[config.mk]
export PLATFORM = sky130hd
export DESIGN_NAME = fpga_cfg_loader
export DESIGN_NICKNAME = d
export VERILOG_FILES = /design/src/rtl/fpga_cfg_pkg.sv /design/src/rtl/fpga_cfg_settle_timer.sv /design/src/rtl/fpga_cfg_loader.sv
export SDC_FILE = /design/constraint.sdc
export NUM_CORES = 1
export LEC_CHECK = 0
export ABC_AREA = 0
export BUFFER_PORTS_ARGS = -buffer_cell sky130_fd_sc_hd__buf_2
export CAP_MARGIN = 15
export CORE_AREA = 2 2 193 195
export DETAILED_ROUTE_END_ITERATION = 12
export DIE_AREA = 0 0 195 197
export HOLD_SLACK_MARGIN = 0.12
export SKIP_LAST_GASP = 1
export SLEW_MARGIN = 20
export SYNTH_ARGS = -nofsm -noshare
export SYNTH_HDL_FRONTEND = slang
export SYNTH_SLANG_ARGS = --single-unit
[constraint.sdc]
create_clock -name clock -period 10.2 [get_ports clock]
set_input_delay 1.02 -clock clock [delete_from_list [all_inputs] [get_ports clock]]
set_output_delay 1.02 -clock clock [all_outputs]
set_load 0.02 [all_outputs]
[src/rtl/fpga_cfg_pkg.sv]
// rtl/fpga_cfg_pkg.sv - shared types and default sizing for the fabric configuration loader
package fpga_cfg_pkg;

    localparam int FPGA_CFG_W      = 224;
    localparam int FPGA_NUM_ROWS   = 43;
    localparam int FPGA_SETTLE_CYC = 10;

    typedef enum logic [2:0] {
        ST_IDLE,
        ST_PRE,
        ST_LOAD,
        ST_WRITE,
        ST_POST,
        ST_ARM,
        ST_DONE
    } cfg_state_t;

    // Settle counter must hold SETTLE_CYC itself and never collapse to zero width.
    function automatic int settle_cnt_w(input int n);
        return (n < 1) ? 1 : $clog2(n + 1);
    endfunction

endpackage

[src/rtl/fpga_cfg_settle_timer.sv]
// rtl/fpga_cfg_settle_timer.sv - loadable down-counter with zero flag for the settle phases
module fpga_cfg_settle_timer #(
    parameter int CNT_W = 4
) (
    input  logic             clock,
    input  logic             rst,
    input  logic             load,
    input  logic [CNT_W-1:0] load_val,
    input  logic             dec,
    output logic             zero
);

    logic [CNT_W-1:0] cnt_q;

    always_ff @(posedge clock or posedge rst) begin
        if (rst) begin
            cnt_q <= '0;
        end else if (load) begin
            cnt_q <= load_val;
        end else if (dec && (cnt_q != '0)) begin
            cnt_q <= cnt_q - CNT_W'(1);
        end
    end

    assign zero = (cnt_q == '0);

endmodule

[src/rtl/fpga_cfg_loader.sv]
// rtl/fpga_cfg_loader.sv - streams NUM_ROWS config words into the fabric one row strobe at a time
module fpga_cfg_loader
    import fpga_cfg_pkg::*;
#(
    parameter int CFG_W      = FPGA_CFG_W,
    parameter int NUM_ROWS   = FPGA_NUM_ROWS,
    parameter int SETTLE_CYC = FPGA_SETTLE_CYC
) (
    input  logic                clock,
    input  logic                rst,
    input  logic                start,
    input  logic                cfg_valid,
    input  logic [CFG_W-1:0]    cfg_data,
    input  logic                cfg_last,
    output logic                cfg_ready,
    output logic [CFG_W-1:0]    configs_in,
    output logic [NUM_ROWS-1:0] configs_en,
    output logic                ff_en,
    output logic                rdy,
    output logic                busy,
    output logic                err_len
);

    localparam int               ROW_W    = $clog2(NUM_ROWS + 1);
    localparam int               CNT_W    = settle_cnt_w(SETTLE_CYC);
    localparam logic [CNT_W-1:0] SETTLE_V = CNT_W'(SETTLE_CYC);
    localparam logic [ROW_W-1:0] LAST_ROW = ROW_W'(NUM_ROWS - 1);

    cfg_state_t       state_q, state_d;
    logic [ROW_W-1:0] row_q;

    logic tmr_load, tmr_dec, tmr_zero;
    logic row_clr, row_inc, capture, set_ff, set_rdy, clr_flags;
    logic transfer;

    assign cfg_ready = (state_q == ST_LOAD);
    assign transfer  = cfg_valid && cfg_ready;
    assign busy      = (state_q != ST_IDLE) && (state_q != ST_DONE);

    fpga_cfg_settle_timer #(
        .CNT_W (CNT_W)
    ) u_settle (
        .clock    (clock),
        .rst      (rst),
        .load     (tmr_load),
        .load_val (SETTLE_V),
        .dec      (tmr_dec),
        .zero     (tmr_zero)
    );

    always_ff @(posedge clock or posedge rst) begin
        if (rst) begin
            state_q <= ST_IDLE;
        end else begin
            state_q <= state_d;
        end
    end

    always_comb begin
        state_d   = state_q;
        tmr_load  = 1'b0;
        tmr_dec   = 1'b0;
        row_clr   = 1'b0;
        row_inc   = 1'b0;
        capture   = 1'b0;
        set_ff    = 1'b0;
        set_rdy   = 1'b0;
        clr_flags = 1'b0;
        case (state_q)
            ST_IDLE: begin
                if (start) begin
                    state_d   = ST_PRE;
                    tmr_load  = 1'b1;
                    row_clr   = 1'b1;
                    clr_flags = 1'b1;
                end
            end
            ST_PRE: begin
                if (tmr_zero) begin
                    state_d = ST_LOAD;
                end else begin
                    tmr_dec = 1'b1;
                end
            end
            ST_LOAD: begin
                if (transfer) begin
                    capture = 1'b1;
                    state_d = ST_WRITE;
                end
            end
            ST_WRITE: begin
                row_inc = 1'b1;
                // err_len was raised at this word's transfer, so it doubles as the abort flag
                if (err_len) begin
                    state_d = ST_IDLE;
                end else if (row_q == LAST_ROW) begin
                    state_d  = ST_POST;
                    tmr_load = 1'b1;
                end else begin
                    state_d = ST_LOAD;
                end
            end
            ST_POST: begin
                if (tmr_zero) begin
                    state_d = ST_ARM;
                end else begin
                    tmr_dec = 1'b1;
                end
            end
            ST_ARM: begin
                set_ff  = 1'b1;
                state_d = ST_DONE;
            end
            ST_DONE: begin
                if (start) begin
                    state_d   = ST_PRE;
                    tmr_load  = 1'b1;
                    row_clr   = 1'b1;
                    clr_flags = 1'b1;
                end else begin
                    set_rdy = 1'b1;
                end
            end
            default: state_d = ST_IDLE;
        endcase
    end

    always_ff @(posedge clock or posedge rst) begin
        if (rst) begin
            row_q      <= '0;
            configs_in <= '0;
            err_len    <= 1'b0;
            ff_en      <= 1'b0;
            rdy        <= 1'b0;
        end else begin
            if (row_clr) begin
                row_q <= '0;
            end else if (row_inc) begin
                row_q <= row_q + ROW_W'(1);
            end
            if (capture) begin
                configs_in <= cfg_data;
            end
            if (clr_flags) begin
                err_len <= 1'b0;
                ff_en   <= 1'b0;
                rdy     <= 1'b0;
            end else begin
                if (capture && (cfg_last != (row_q == LAST_ROW))) begin
                    err_len <= 1'b1;
                end
                if (set_ff) begin
                    ff_en <= 1'b1;
                end
                if (set_rdy) begin
                    rdy <= 1'b1;
                end
            end
        end
    end

    // One-hot strobe decoded straight from the state so it is exactly one WRITE cycle wide.
    always_comb begin
        configs_en = '0;
        for (int i = 0; i < NUM_ROWS; i++) begin
            configs_en[i] = (state_q == ST_WRITE) && (row_q == ROW_W'(i));
        end
    end

endmodule

==> results.md, run 1 <==
- P_int: between 0.002 and 0.003 W
- Leading area contributor after synthesis: dfrtp_1
- FFs w/ async S/R, synth: between 90% and 100%
- Post-Syn Area: 9680 sq um
- Largest family of logic cells by synthesized area: multiplexers
- Lkg Pwr: approximately 6.5 nW
- Final estimated routing congestion in global placement: just over 0.8
- Kind of critical path: reg -> out
- # setup viols final: 0
- I/O Pins: 501
- Initial antenna violation count: 6
- Top FF cell, synth: dfrtp_1
- Layout area overhead: 38.5%
- Vias: a little over 7000
- Initial core utilization: about a quarter
- Critical path launch point type: register
- Flop pwr share: between 30% and 40%
- Comb power frac: between 40% and 50%
- Post-synthesis mux area share: between 20% and 30%
- CTS tree: yes
- Slew Limit Headroom: between 30% and 40%
- Root buffer cell: clkbuf_16
- CTS max path bufs: 3
- Fin nets: approximately 1400
- Crit path cell chain: nand3b_1 > or2_2 > nor2_1 > buf_2
- VDD IR max: approximately 0.33 mV
- Arrival time at the worst endpoint: 2790 ps
- Post-detail-place hpwl: between 20 and 25 mm
- Synth Area in XOR/XNOR: 0.271%
- Critical Path Fanout Max: 20
- Post-Synth Simple-Gate Area: roughly 5.6%
- WL/cell: around 17 microns
- Commonest non-fill, non-tap cell in the layout: buf_2
- Post-synth cell types: 40
- Net switching power: about 0.0019 W
- Slowest CP cell: dfrtp_1
- Clock Latency Late Sink: 520 ps
- Worst-margin pin slew: ~930 ps
- Full die area: 38400 sq um
- DRC viols: 0
- DR iter-0 viols: just over 200
- Status: completed
- GRT Total Usage: between 10 and 15%
- Critical path's largest stage delay: around 700 ps
- Die Y: between 150 and 200 microns
- Adder-cell area share of the yosys netlist: 0.646%
- Final Max Slew Viols: 0
- Syn nets: approximately 890
- Clk pwr share: approximately a fifth
- PwrDens: ~350 nW/um^2
- Gr ovfl total: 0
- Pin count of the biggest net entering global routing: ~160
- Num CTS Buffers: 27
- Maxcap violations: 0
- Peak Freq: around 260 MHz
- Top-area cell type share of the netlist area: between 60% and 70%
- Most frequent cells in the layout: buf_2, dfrtp_1, mux2_2, nor2_1, clkbuf_16
- Row count: 70
- Post-Route Skew: about 5.1 ps
- Vias in the first global route: ~7100
- Avg Inst Size Synth: between 10 and 15 sq um
- Seq cells post-synth: 240
- Post-CTS Setup Inserts: 0
- Crit end category: primary output
- I/O Buffers: 500
- Final Power: 0.00471 W
- Final min period: roughly 3800 ps
- Final period util: between 30% and 40%
- DRT antenna net count: 0
- First-pass GRT wire length: 40.8 mm
- Share of cells above drive strength 1: 66.3%
- Total core area: between 30000 and 40000 sq um
- Hold_ws: approximately 500 ps
- H-tree Lvls: 1
- Critical Path RT: around 9200 ps
- Hold-fix buffers, CTS: 0
- RSZ-0062 raised after global routing: no
- Reg clk slew, reported paths: 60 ps
- Cell count after synthesis: 658
- HP Class: reg -> reg
- Top post-synthesis cells by area: dfrtp_1, mux2_2, buf_6
- Sw Share: approximately two fifths
- Synth Area in Compound Gates: ~2%
- Post-CTS Resized: 0
- Yosys Warn Count: 0
- Total Wirelength: between 20 and 30 mm
- Setup TNS: 0 ps
- DR pass1 iterations: 4
- Vias per cell: approximately 4.3
- Register area share after synthesis: 62.0%
- Hold Vio Cnt, Final: 0
- Clk sinks: 240
- Die extent in x: between 150 and 200 microns
- EDFF count, synth: 0
## worst paths after layout
kind	startpoint	endpoint	slack [ps]	cells after the start
max in group asynchronous	rst	configs_in[13]	8140	3
hold reg to reg	configs_in[144]	configs_in[144]	500	1
setup / recovery	state_q[1]	configs_en[23]	6390	4
min in group asynchronous	rst	configs_in[122]	590	2
hold / removal	configs_in[144]	configs_in[144]	500	1
setup reg to reg	state_q[1]	configs_in[216]	7080	4
## worst max-delay path: cells and delay by family, from the launching register on
| kind | cells | cell delay, ps |
|---|---|---|
| simple gates | 3 | 1310 |
| flops | 1 | 720 |
| buf+inv | 1 | 220 |
## stage by stage
stage	utilization (%)	worst slack, ps	area, sq um	instances
3_3_place_gp	34.6	6630	12500	1593
3_5_place_dp	34.6	6580	12500	1593
4_1_cts	37.0	6390	13400	1642
2_1_floorplan	-	2590	9680	658
5_1_grt	37.0	6220	13400	1642
6_report	37.0	6390	13400	1643
## synthesized netlist by cell type, types with 3 or more instances
master,number
nor3_1,3
nand3_1,7
buf_6,18
ha_1,5
a211oi_1,3
buf_2,8
o21ai_0,8
or4_1,4
and3_1,7
or3_1,5
inv_1,9
a31oi_1,3
a21oi_1,7
dfrtp_1,240
o211ai_1,3
nor2_1,41
nand2b_1,5
nand2_1,21
clkbuf_1,9
nor2b_1,4
mux2_2,224
## metal layers
| metal | vias to the layer above | wire [microns] | track usage [%] | share of wire [%] |
|---|---|---|---|---|
| met2 | 300 | 14100 | 24.4 | 52 |
| li1 | 3306 | - | - | - |
| met5 | - | 43 | 0 | 0.16 |
| met3 | 36 | 2160 | 3.85 | 7.9 |
| met4 | 6 | 573 | 4.07 | 2.1 |
| met1 | 3489 | 10300 | 15.2 | 38 |
## cells by family after synthesis
kind of cell,count (synthesis)
simple gates,109
compound gates,31
flops,240
buf+inv,46
mux,224
xor+xnor,3
fa+ha+maj,5
## cell type report
type                       instances  area [sq um]
timing repair buffer             504          2540
fill                            3571         22800
clock buffer                      37           773
sequential                       240          6010
inverter                           9          41.3
antenna                            1          2.50
clock inverter                    12          93.8
tap                              468           586
multi-input combinational        372          3370
## flip-flops by register name, indices dropped and copies added (netlist names)
register and cells:
err_len 1, ff_en 1, state_q 3, configs_in 224, rdy 1, row_q 6, u_settle.cnt_q 4
## power by group through the flow
stage	Combinational, W	Clock [W]	Sequential, W
3_5_place_dp	0.00212	0	0.00170
6_report	0.00208	0.000937	0.00169
5_1_grt	0.00222	0.00101	0.00176
3_3_place_gp	0.00209	0	0.00168
4_1_cts	0.00212	0.000969	0.00169
2_1_floorplan	0.000832	0	0.00226
No activity file was read; power rests on OpenSTA's default activity.
==> run 2, diff against run 1 <==
==> constraint.sdc (replaced) <==
create_clock -name clock -period 3.6 [get_ports clock]
set_input_delay 0.36 -clock clock [delete_from_list [all_inputs] [get_ports clock]]
set_output_delay 0.36 -clock clock [all_outputs]
set_load 0.02 [all_outputs]
==> run 2 against run 1 <==
Design area grew 17%. Worst hold slack worse by 340 ps. Utilization increased by 6.5 points. Largest power group unchanged.
==> results.md, run 2 (synthesis gave the netlist of run 1 again) <==
- Pin count of the biggest net entering global routing: 154 (-0.65%)
- Post-CTS Resized: 0 (unchanged)
- Setup TNS: 0 ps (unchanged)
- Crit end category: primary output
- P_int: 0.00835 W (+190%)
- Most frequent cells in the layout: buf_2, dfrtp_1, dlygate4sd3_1, mux2_2, nor2_1
- Area of the multi-input gates: 3370 sq um (unchanged)
- Comb power frac: 44.8% (+0.5 points)
- Total core area: 36300 sq um (unchanged)
- Gr ovfl total: 0 (unchanged)
- Die extent in x: 195 microns (unchanged)
- Row count: 70 (unchanged)
- Crit path cell chain: nand3b_1 > or3_1 > nor2_1 > buf_2
- Lkg Pwr: 7.45 nW (+15%)
- Fin nets: 1615 (+16%)
- R2R depth: 3 (-1)
- Peak Freq: approximately 320 MHz
- Reg with most FFs: configs_in
- H-tree Lvls: 1 (unchanged)
- I/O Pins: 501 (unchanged)
- WL/cell: 16.2 microns (-2.4%)
- I/O Buffers: 500 (unchanged)
- Num CTS Buffers: 28 (+3.7%)
- Final Power: 0.0137 W (+190%)
- Vias: 8153 (+14%)
- HP Class: in -> reg
- RSZ-0062 raised after global routing: no
- Reg clk slew, reported paths: 60 ps (about the same)
- Critical Path Fanout Max: 20 (unchanged)
- Initial core utilization: 26.7% (unchanged)
- Critical Path RT: 3240 ps (-5940 ps)
- Final estimated routing congestion in global placement: 0.780 (-5.9%)
- Vias in the first global route: 8799 (+23%)
- Slew Limit Headroom: 35.8% (-2.2 points)
- Worst r2r dst: configs_in[118]
- Hold path cells: 3 (+2)
- Setup crit end: configs_en[4]
- Maxcap violations: 0 (unchanged)
- DR pass1 iterations: 4 (unchanged)
- # setup viols final: 0 (unchanged)
- Clock Latency Late Sink: 540 ps (+20 ps)
- Share of cells above drive strength 1: 55.5% (-11 points)
- Die Y: 197 microns (unchanged)
- DRC viols: 0 (unchanged)
- DR iter-0 viols: 184 (-9.4%)
- First-pass GRT wire length: 46.7 mm (+15%)
- Critical path origin: state_q[1]
- Post-detail-place hpwl: 19.6 mm (-3.8%)
- Vias per cell: 4.36 (+0.42%)
- Total Wirelength: 30.2 mm (+11%)
- Hold-fix buffers, CTS: 226 (+226)
- Worst-margin pin slew: 963 ps (+32.4 ps)
- Status: completed
- Arrival time at the worst endpoint: 2810 ps (+20 ps)
- Root buffer cell: clkbuf_16
- CTS tree: yes
- Flop pwr share: 35.1% (-0.7 points)
- VDD IR max: 0.570 mV (+75%)
- Hold Vio Cnt, Final: 0 (unchanged)
- Post-Route Skew: 16.0 ps (+11.0 ps)
- CTS max path bufs: 3 (unchanged)
- Clk pwr share: 20.2% (+0.3 points)
- Max reg flops: 224 (unchanged)
- DRT antenna net count: 0 (unchanged)
- Sw Share: 39.3% (-0.23 points)
- Storage cell area: 6010 sq um (unchanged)
- Commonest non-fill, non-tap cell in the layout: buf_2
- Layout area overhead: 62.7%
- Critical path's largest stage delay: 710 ps (about the same)
- Clk sinks: 240 (unchanged)
- R2R Setup Slk: 1160 ps (-5920 ps)
- Slowest CP cell: dfrtp_1
- Worst flop-to-flop path startpoint: state_q[1]
- Net switching power: 0.00540 W (+190%)
- Critical path launch point type: register
- # fillers: 3259 (-8.7%)
- Final Max Slew Viols: 0 (unchanged)
- Initial antenna violation count: 1 (-5)
- Full die area: 38400 sq um (unchanged)
- Post-CTS Setup Inserts: 0 (unchanged)
- PwrDens: 873 nW/um^2 (+150%)
- Final min period: around 3200 ps
- GRT Total Usage: 15.1% (+1.7 points)
- Kind of critical path: reg -> out
- Final period util: between 80 and 90%
- Regs by FF count: configs_in (224), row_q (6), u_settle.cnt_q (4)
==> run 2: cell types whose count changed in the layout (fill, tap and decap cells not counted), sizes merged <==
cell / delta
clkbuf: +4
clkinv: -4
clkinvlp: +1
dlygate4sd3: +226
inv: -1
==> run 2: cell type report <==
type | count | area share [%]
diodes | 1 | 0.0159
flip-flops and latches | 240 | 38.1
well taps | 468 | 3.72
repair buffers | 730 | 30.8
clock inverters | 8 | 0.445
inverters | 9 | 0.238
clock buffers | 41 | 5.34
multi-input cells | 372 | 21.4
==> run 2: power by group through the flow <==
stage | Sequential, W | Clock (W) | Combinational [W]
2_1_floorplan | 0.00639 | 0 | 0.00236
3_3_place_gp | 0.00476 | 0 | 0.00590
3_5_place_dp | 0.00482 | 0 | 0.00597
4_1_cts | 0.00480 | 0.00286 | 0.00618
5_1_grt | 0.00502 | 0.00298 | 0.00652
6_report | 0.00482 | 0.00277 | 0.00615
==> run 2: metrics by stage <==
stage	cells	hold WS (ps)	area, sq um	setup WS, ps	util [%]
after global placement	1593	483	12600	1150	34.7
final	1869	159	15800	433	43.4
after floorplan	658	512	9690	92.2	-
after CTS	1868	126	15800	477	43.4
after detailed placement	1593	489	12600	1080	34.7
after global routing	1869	148	15800	242	43.4
==> run 2: how the worst min path moves through the flow <==
| stage | start | end |
|---|---|---|
| 2_1_floorplan | cfg_data[190] | configs_in[190] |
| 3_3_place_gp | configs_in[113] | configs_in[113] |
| 3_5_place_dp | configs_in[73] | configs_in[73] |
| 4_1_cts | start | ff_en |
| 5_1_grt | start | ff_en |
| 6_report | start | ff_en |
==> run 2: per-layer routing <==
metal,global-route usage [%],vias up,wire (microns)
met1,16.6,3951,11200
met5,0,-,0
met3,3.68,81,2200
met2,27.5,353,15500
met4,7.15,0,1290
li1,-,3768,-
==> run 2: critical path: cells and delay by family (launching register included) <==
family                 cells  cell delay, ps
buffers and inverters      1             190
flip-flops                 1             710
AND/OR/NAND/NOR            3            1360
==> run 3, diff against run 2 <==
--- a/config.mk
+++ b/config.mk
@@ -5,12 +5,13 @@
 export SDC_FILE = /design/constraint.sdc
 export NUM_CORES = 1
 export LEC_CHECK = 0
-export ABC_AREA = 0
+export ABC_AREA = 1
 export BUFFER_PORTS_ARGS = -buffer_cell sky130_fd_sc_hd__buf_2
 export CAP_MARGIN = 15
-export CORE_AREA = 2 2 193 195
+export CORE_AREA = 2 2 195 197
 export DETAILED_ROUTE_END_ITERATION = 12
-export DIE_AREA = 0 0 195 197
+export DIE_AREA = 0 0 197 199
+export GPL_TIMING_DRIVEN = 0
 export HOLD_SLACK_MARGIN = 0.12
 export SKIP_LAST_GASP = 1
 export SLEW_MARGIN = 20
==> run 3 against run 2 <==
Sequential power fell by 4.8%. Register-to-register slack improved by 290 ps. Critical path depth rose by 2. Power fell by 4.6%. Non-clock buffer count rose by 59. Setup slack improved by 480 ps. Fmax rose by 18%. Largest power group unchanged.
==> results.md, run 3 <==
- Clk pwr share: 22.9% (+2.7 points)
- Clock Latency Late Sink: 550 ps (about the same)
- PwrDens: 810 nW/um^2 (-7.2%)
- Setup TNS: 0 ps (unchanged)
- Status: completed
- Met2 usage: 30.2% (+2.7 points)
- GRT met3 Usage: 3.87% (+0.19 points)
- Root buffer cell: clkbuf_16
- Placed insts: 2140 (+34%)
- Regs by FF count: configs_in (224), row_q (6), u_settle.cnt_q (4)
- Top-count cell post-synth: nand2_1
- Vias: 10400 (+27%)
- # setup viols final: 0 (unchanged)
- Worst hold start: cfg_valid
- Area of the multi-input gates: 3260 sq um (-3.0%)
- Storage cell area: 6010 sq um (unchanged)
- Critical path origin: state_q[1]
- Syn nets: 1392 (+56%)
- Post-Syn Area: 9650 sq um (-0.37%)
- Critical path launch point type: register
- Full die area: 39200 sq um (+2.1%)
- Final Util: 43.6% (+0.15 points)
- Initial antenna violation count: 1 (unchanged)
- M1 GR Usage: 20.4% (+3.8 points)
- Post-synth cell types: 23 (-43%)
- Maxcap violations: 0 (unchanged)
- HP Class: in -> reg
- Synth cell count leaders: nand2_1, dfrtp_1, nor2_1
- Vias in the first global route: 10400 (+18%)
- GRT Total Usage: 17.2% (+2.1 points)
- Total core area: 37100 sq um (+2.4%)
- Fin nets: 2157 (+34%)
- CTS max path bufs: 3 (unchanged)
- Crit path cell chain: nand3_1 > clkinv_1 > nand3_1 > buf_4 > nor2_1 > buf_2
- First-pass GRT wire length: 54.0 mm (+16%)
- Flop pwr share: 35.0% (about the same)
- Register area share after synthesis: 62.3% (+0.23 points)
- Worst flop-to-flop path startpoint: state_q[0]
- Max reg flops: 224 (unchanged)
- Final std cells w/o fill: 2422 (+30%)
- Post-CTS Resized: 0 (unchanged)
- Critical Path RT: 3240 ps (about the same)
- # fillers: 3545 (+8.8%)
- Top FF cell, synth: dfrtp_1
- Comb power frac: 42.1% (-2.7 points)
- GRT Max-Usage Layer: met2
- Post-Route Skew: 16.1 ps (+0.0969 ps)
- Leading area contributor after synthesis: dfrtp_1
- Top post-synthesis cells by area: dfrtp_1, nand2_1, nor2_1
- Final Max Slew Viols: 0 (unchanged)
- Critical path's largest stage delay: 480 ps (-230 ps)
- H-tree Lvls: 1 (unchanged)
- Lkg Pwr: 9.20 nW (+23%)
- Reg with most FFs: configs_in
- Seq cells post-synth: 240 (unchanged)
- Worst-margin pin slew: 775 ps (-188 ps)
- Kind of critical path: reg -> out
- Final period util: 74.7% (-13 points)
- P_int: 0.00756 W (-9.4%)
- Vias per cell: 4.28 (-1.9%)
- DRC viols: 0 (unchanged)
- Row count: 71 (+1.4%)
- I/O Buffers: 500 (unchanged)
- Pin count of the biggest net entering global routing: 34 (-78%)
- FFs w/ async S/R, synth: 100% (unchanged)
- Net switching power: 0.00555 W (+2.8%)
- Cell count after synthesis: 1158 (+76%)
- Final estimated routing congestion in global placement: 0.839 (+7.6%)
- Crit end category: primary output
- Sw Share: 42.3% (+3.0 points)
- CP dominant cell by count: nand3_1
- I/O Pins: 501 (unchanged)
- Top-area cell type share of the netlist area: 62.3% (+0.23 points)
- Slowest CP cell: dfrtp_1
- Most frequent cells in the layout: nand2_1, buf_2, dfrtp_1, dlygate4sd3_1, nor2_1
- Yosys Warn Count: 0 (unchanged)
- Die extent in x: 197 microns (+1.0%)
- Avg Inst Size Synth: 8.33 sq um (-43%)
- Clk sinks: 240 (unchanged)
- Place WS: 1460 ps (+380 ps)
- Peak Freq: 372 MHz (+18%)
- Worst setup margin: 912 ps (+480 ps)
- VDD IR max: 0.462 mV (-19%)
- DR iter-0 viols: 471 (+160%)
- Commonest non-fill, non-tap cell in the layout: nand2_1
- Reg clk slew, reported paths: 60 ps (about the same)
- Num CTS Buffers: 28 (unchanged)
- Total Wirelength: 35.4 mm (+17%)
- Final min period: 2690 ps (-480 ps)
- DR pass1 iterations: 7 (+3)
- Arrival time at the worst endpoint: 2330 ps (-480 ps)
- Layout area overhead: 67.8%
- DRT antenna net count: 0 (unchanged)
- Final Power: 0.0131 W (-4.6%)
- RSZ-0062 raised after global routing: no
- CTS tree: yes
- WL/cell: 14.6 microns (-9.5%)
- Post-detail-place hpwl: 24.7 mm (+26%)
- Slew Limit Headroom: 48.3% (+13 points)
- Share of cells above drive strength 1: 31.0% (-25 points)
- Critical Path Fanout Max: 10 (-50%)
- Die Y: 199 microns (+1.0%)
- Gr ovfl total: 0 (unchanged)
- Hold Vio Cnt, Final: 0 (unchanged)
- EDFF count, synth: 0 (unchanged)
- Initial core utilization: 26.0% (-0.73 points)
-- run 3: cell count changes after synthesis, moves of 10 or more --
cell	change
nor2_1	+12
nand2_1	+709
nand3_1	+10
buf_2	+28
buf_6	-18
mux2_2	-224
inv_1	+18
-- run 3: final cells by class --
type,instances,area share [%]
clock inverters,10,0.881
inverters,30,0.719
multi-input cells,834,20.2
clock buffers,42,5.27
plain buffers,54,1.62
repair buffers,735,30.5
flip-flops and latches,240,37.1
well taps,474,3.66
diodes,3,0.0464
-- run 3: worst max-delay path, delay by kind of cell (launching register included) --
| family | cells | cell delay (ps) |
|---|---|---|
| and+or+nand+nor | 3 | 630 |
| DFF | 1 | 480 |
| buffers and inverters | 3 | 670 |
-- run 3: power groups by stage --
stage | sequential [W] | clock, W | combinational, W
detailed placement | 0.00457 | 0 | 0.00534
global placement | 0.00454 | 0 | 0.00524
finish | 0.00459 | 0.00301 | 0.00552
CTS | 0.00456 | 0.00308 | 0.00553
global route | 0.00473 | 0.00320 | 0.00607
floorplan | 0.00598 | 0 | 0.00179
-- run 3: metal layers --
metal / share of wire, % / routed length, microns
met1: 40 / 14200
met3: 7.1 / 2500
met5: 0 / 0
met2: 49 / 17500
met4: 3.4 / 1210
-- run 3: final timing paths --
path                                   end  slack [ps]  cells past startpoint
max in group asynchronous  configs_in[140]        2000                      7
setup / recovery            configs_en[21]         910                      6
hold reg to reg            configs_in[185]         460                      2
min in group asynchronous  configs_in[104]         380                      3
hold / removal                  state_q[0]         270                      5
setup reg to reg           configs_in[123]        1450                      6
-- run 3: through the flow --
| step | cell area (sq um) | hold slack [ps] |
|---|---|---|
| after floorplan | 9650 | 468 |
| after global placement | 12700 | 449 |
| after detailed placement | 12900 | 406 |
| after CTS | 16200 | 248 |
| after global routing | 16200 | 290 |
| final | 16200 | 265 |
-- run 3: cell families after synthesis --
family / synth area share [%]
AO/OA/AOI/OAI: 0.701
adder cells (fa/ha/maj): 0.649
buffers and inverters: 3.89
AND/OR/NAND/NOR: 32.5
flip-flops: 62.3
-- run 3: timing repair --
action / CTS / global route
hold endpoints to repair: 239 / 0
setup endpoints to repair: 0 / 0
setup buffers: 0 / 0
hold buffers: 227 / 0
